===== config.mk =====
export PLATFORM = sky130hd
export DESIGN_NAME = sort_result_streamer_flat
export DESIGN_NICKNAME = d
export VERILOG_FILES = /design/src/rtl/sort_result_streamer_if.sv /design/src/rtl/sort_result_streamer.sv /design/src/flat_wrapper.sv
export SDC_FILE = /design/constraint.sdc
export NUM_CORES = 1
export LEC_CHECK = 0
export CAP_MARGIN = 0
export CORE_MARGIN = 2
export CORE_UTILIZATION = 38
export CTS_CLUSTER_SIZE = 25
export DETAILED_ROUTE_END_ITERATION = 6
export GPL_TIMING_DRIVEN = 0
export HOLD_SLACK_MARGIN = 0.05
export SETUP_SLACK_MARGIN = 0.1
export SYNTH_ARGS = -nofsm -noshare
export SYNTH_HDL_FRONTEND = slang
export SYNTH_SLANG_ARGS = --single-unit

===== constraint.sdc =====
create_clock -name clk -period 13.6 [get_ports clk]
set_clock_uncertainty 0.05 [all_clocks]
set_input_delay 4.08 -clock clk [delete_from_list [all_inputs] [get_ports clk]]
set_output_delay 4.08 -clock clk [all_outputs]
set_load 0.005 [all_outputs]

===== src/rtl/sort_result_streamer_if.sv =====
// sort_result_streamer_if: sorter-result capture and byte-stream signals
interface sort_result_streamer_if #(
    parameter int N = 32,
    parameter int W = 8
);
    localparam int IW = $clog2(N);
    logic                vld_in;
    logic [N-1:0][W-1:0] din;
    logic [W-1:0]        dout;
    logic                dout_vld;
    logic                dout_rdy;
    logic [IW-1:0]       dout_idx;
    logic                dout_last;
    logic                busy;
    logic                ovf;
    logic                ovf_clr;
    modport slave (
        input  vld_in, din, dout_rdy, ovf_clr,
        output dout, dout_vld, dout_idx, dout_last, busy, ovf
    );
    modport master (
        output vld_in, din, dout_rdy, ovf_clr,
        input  dout, dout_vld, dout_idx, dout_last, busy, ovf
    );
endinterface


===== src/rtl/sort_result_streamer.sv =====
// sort_result_streamer: ping-pong capture of sorted N-lane vectors, streamed one lane per beat
module sort_result_streamer #(
    parameter int N   = 32,
    parameter int W   = 8,
    parameter bit REV = 1'b0
) (
    input logic clk,
    input logic rst_n,
    sort_result_streamer_if.slave bus
);
    localparam int IW = $clog2(N);
    typedef enum logic [1:0] {EMPTY, ONE, TWO} state_t;
    state_t              state_q, state_d;
    logic                wr_q, wr_d, rd_q, rd_d, ovf_q, ovf_d;
    logic [IW-1:0]       beat_q, beat_d, lane;
    logic [N-1:0][W-1:0] bank_q [2];
    logic                vld, xfer, last_pop, cap;
    always_comb begin
        vld      = state_q != EMPTY;
        xfer     = vld && bus.dout_rdy;
        last_pop = xfer && (beat_q == IW'(N - 1));
        // a full pair can still accept when its read bank frees up on this very edge
        cap      = bus.vld_in && (state_q != TWO || last_pop);
        state_d  = (cap == last_pop) ? state_q :
                   cap ? (state_q == EMPTY ? ONE : TWO) : (state_q == TWO ? ONE : EMPTY);
        wr_d     = wr_q ^ cap;
        rd_d     = rd_q ^ last_pop;
        beat_d   = last_pop ? '0 : beat_q + IW'(xfer);
        ovf_d    = (bus.vld_in && !cap) || (ovf_q && !bus.ovf_clr);
        lane     = REV ? IW'(N - 1) - beat_q : beat_q;
    end
    always_ff @(posedge clk or negedge rst_n)
        if (!rst_n) begin
            state_q <= EMPTY;
            wr_q    <= 1'b0;
            rd_q    <= 1'b0;
            beat_q  <= '0;
            ovf_q   <= 1'b0;
        end else begin
            state_q <= state_d;
            wr_q    <= wr_d;
            rd_q    <= rd_d;
            beat_q  <= beat_d;
            ovf_q   <= ovf_d;
        end
    always_ff @(posedge clk)
        if (cap) bank_q[wr_q] <= bus.din;
    assign bus.dout      = vld ? bank_q[rd_q][lane] : '0;
    assign bus.dout_vld  = vld;
    assign bus.dout_idx  = lane;
    assign bus.dout_last = vld && (beat_q == IW'(N - 1));
    assign bus.busy      = vld;
    assign bus.ovf       = ovf_q;
endmodule

===== src/flat_wrapper.sv =====
// flat-port wrapper written by rule: the top's interface ports become plain ports
module sort_result_streamer_flat 
#(
    parameter int N   = 32,
    parameter int W   = 8,
    parameter bit REV = 1'b0
)
  (clk, rst_n, bus_vld_in, bus_din, bus_dout_rdy, bus_ovf_clr, bus_dout, bus_dout_vld, bus_dout_idx, bus_dout_last, bus_busy, bus_ovf);
  sort_result_streamer_if #(.N(N), .W(W)) bus_i ();
  input logic clk;
  input logic rst_n;
  input wire logic [$bits(bus_i.vld_in)-1:0] bus_vld_in;
  input wire logic [$bits(bus_i.din)-1:0] bus_din;
  input wire logic [$bits(bus_i.dout_rdy)-1:0] bus_dout_rdy;
  input wire logic [$bits(bus_i.ovf_clr)-1:0] bus_ovf_clr;
  output wire logic [$bits(bus_i.dout)-1:0] bus_dout;
  output wire logic [$bits(bus_i.dout_vld)-1:0] bus_dout_vld;
  output wire logic [$bits(bus_i.dout_idx)-1:0] bus_dout_idx;
  output wire logic [$bits(bus_i.dout_last)-1:0] bus_dout_last;
  output wire logic [$bits(bus_i.busy)-1:0] bus_busy;
  output wire logic [$bits(bus_i.ovf)-1:0] bus_ovf;
  assign bus_i.vld_in = bus_vld_in;
  assign bus_i.din = bus_din;
  assign bus_i.dout_rdy = bus_dout_rdy;
  assign bus_i.ovf_clr = bus_ovf_clr;
  assign bus_dout = bus_i.dout;
  assign bus_dout_vld = bus_i.dout_vld;
  assign bus_dout_idx = bus_i.dout_idx;
  assign bus_dout_last = bus_i.dout_last;
  assign bus_busy = bus_i.busy;
  assign bus_ovf = bus_i.ovf;
  sort_result_streamer #(.N(N), .W(W), .REV(REV)) u_core (.clk(clk), .rst_n(rst_n), .bus(bus_i));
endmodule

==> impl_results.md <==
* Final net count at 1576
* Initial antenna violation count at 5
* Part of the cycle the worst path needs at 59.2%
* Crit Path Class: reg -> out
* Most common cell in the synthesized netlist: edfxtp_1
* Area Overhead vs Synth at 28.0%
* I/O Pins at 278
* Slew Limit Fails at 0
* CP peak stage delay at 530 ps
* Post-synth top area share at 76.3%
* Critical Path Start Type: flip-flop
* Number of global-route vias before repair at around 11000
* Die ar. at 54900 µm²
* Static Leakage at 0.00821 µW
* CP Data Arrival Time at 3930 ps
* Worst VDD drop at 95.1 µV
* Die Y at between 200 and 250 µm
* Post-synthesis sequential area ratio at 77.6%
* Drt pass-1 iters at 6
* Synthesis-stage register bit count at between 500 and 600
* Gates resized, CTS repair at 0
* Tightest Hold Check Type: reg -> reg
* Post-synthesis cell type count at 41
* Fillers at between 4000 and 5000
* Worst slew pin tran at around 890 ps
* Final setup vio count at 0
* CTS clk-pin slew, worst paths at around 60 ps
* Reg2reg start: u_core.bus.dout_idx[3]
* Total core area at 52400 µm²
* F_max at approximately 0.12 GHz
* Status: completed
* Post-synth top area cell: edfxtp_1
* Syn_area_per_cell at 20.8 µm²
* I/O Buffers at between 200 and 300
* Most used cell, CP: clkbuf_1
* Worst hold start: u_core.state_q[0]
* H-tree levels at 2
* Placer Congestion at 0.761
* Synth warn at 0
* First-pass GRT wire length at 71800 µm
* Grt total ovfl at 0
* Clk sinks at about 520
* Commonest cells post-synth: edfxtp_1 (512), mux2i_1 (128), mux4_2 (72)
* Final ANT Viol Nets at 0
* Footprint of the multi-input gates at 4130 µm²
* Crit end category: primary output
* Row cnt at 84
* Register area at approximately 16000 µm²
* Util after Layout at 49.2%
* Max Cap Viol at 0
* CTS tree: done
* Req. time, crit path at 9470 ps
* Ys flop type: edfxtp_1
* Hpwl dp at 35700 µm
* Async SR Flop Fraction at under 10%
* CP cell instances: clkbuf_1 -> nand3b_1 -> clkbuf_1 -> o22ai_1 -> a211oi_1 -> o21ai_1 -> a32o_1 -> clkdlybuf4s50_1
* Hold_buf cts at 0
* Via count at 10600
* Routed wire per std cell at 24.8 µm
* Setup TNS at 0 ps
* CTS Buf Count at 55
* Clk buf depth at 3
* Initial DRC Count at 934
* Count of final hold-check violations at 0
* Final WL at ~50000 µm
* Share of layout cells above drive strength 1 at 14.5%
* GRT Total Usage at between 10% and 20%
* Root buffer cell: clkbuf_16
* Critical path fanouts, max at 10
* Starting density of the core at 38.4%
* Post-synthesis instance area at 20100 µm²
* CP startpoint: u_core.bus.dout_idx[2]
* Unrepaired setup endpoints after global routing: no
* Post-synth EDFFs at ~510
* Rel. slew slack at a little over 40%
* PwrDens at just under 200 nW/µm²
* Area contributors post-synth: edfxtp_1 (76%), mux4_2 (8.0%), mux2i_1 (6.4%), dfrtp_1 (1.2%), a221oi_1 (0.70%)
* Crit path max-delay cell type: clkdlybuf4s50_1
* Postcts setup bufs at 0
* Die X at 234 µm
* Largest net degree at the start of global routing at 64
* Net Count, Synth at 1233
* Worst hold slack at 474 ps
* WP buf/inv at 3
* # DRC at 0
* Tmin final at 8060 ps
* Worst-Skew Late Latency at 590 ps
* Via density at slightly above 5
* Crit path max-delay family: buffers and inverters
* Synthesized instance count at 969
layer usage:
metal	GRT usage (%)	wire length (µm)	part of all wire (%)	vias to the layer above
li1	-	-	-	4753
met1	24.9	21400	42	5466
met2	30.3	24800	49	326
met3	3.71	3580	7.0	62
met4	5.74	1010	2.0	4
met5	0	21	0.041	-
power breakdown:
part / leakage (µW) / internal [µW] / switching [µW]
Combinational: 0.00260 / 674 / 937
Sequential: 0.00475 / 2000 / 46.8
Clock: 0.000858 / 853 / 591
cell usage in the layout (no fill, tap or decap), types with 5 or more instances in the layout:
cell type and n:
a211oi_1 15, a21oi_1 23, a221oi_1 16, a22oi_1 8, a32o_1 7, buf_16 7, buf_2 11, buf_4 8
buf_6 8, clkbuf_1 33, clkbuf_16 57, clkdlybuf4s50_1 277, clkinv_1 11, clkinv_2 11, dfrtp_1 10, diode_2 5
edfxtp_1 512, mux2i_1 128, mux4_2 72, nand2_1 19, nor2_1 6, nor2b_1 6, o21ai_0 16, o21ai_1 9
o221ai_1 16, o22ai_1 17
final timing paths:
check                                         end  slack (ps)  depth (start not counted)
max                                   bus_dout[2]        5540                          8
min                             u_core.state_q[0]         470                          1
max reg2reg                 u_core.bank_q[0][201]       10040                          8
min reg2reg                     u_core.state_q[0]         470                          1
max in group asynchronous  u_core.bus.dout_idx[3]        9440                          1
min in group asynchronous             u_core.wr_q        3750                          1
sequential cells by signal (all words and copies together) (netlist names):
signal	cells
u_core.bus.ovf	1
u_core.bus.dout_idx	5
u_core.bank_q	512
u_core.state_q	2
u_core.rd_q	1
u_core.wr_q	1
area by class of cell:
| cell class | count | area share (%) |
|---|---|---|
| repair buffers | 286 | 11.7 |
| flip-flops and latches | 522 | 60.6 |
| diodes | 5 | 0.0485 |
| clock inverters | 29 | 0.931 |
| clock buffers | 71 | 5.85 |
| well taps | 688 | 3.34 |
| inverters | 5 | 0.0728 |
| multi-input cells | 384 | 16.0 |
| plain buffers | 58 | 1.50 |
logic make-up after synthesis:
group           count (synthesis)  share of synthesized area, %
compound gates                133                          4.58
xor+xnor                        4                         0.174
fa+ha+maj                       3                         0.186
buf+inv                        63                          2.02
flops                         522                          77.6
mux                           201                          14.5
simple gates                   43                          1.02
metrics by stage:
stage	instances	setup slack, ps	power (µW)	area, µm²
after floorplan	969	2200	3070	20100
after detailed placement	1943	6170	3730	24000
after CTS	2043	5490	5180	25800
final	2048	5540	5100	25800
after global placement	1934	-2100	3780	23800
after global routing	2045	5400	5330	25800
No activity file was read; power rests on OpenSTA's default activity.
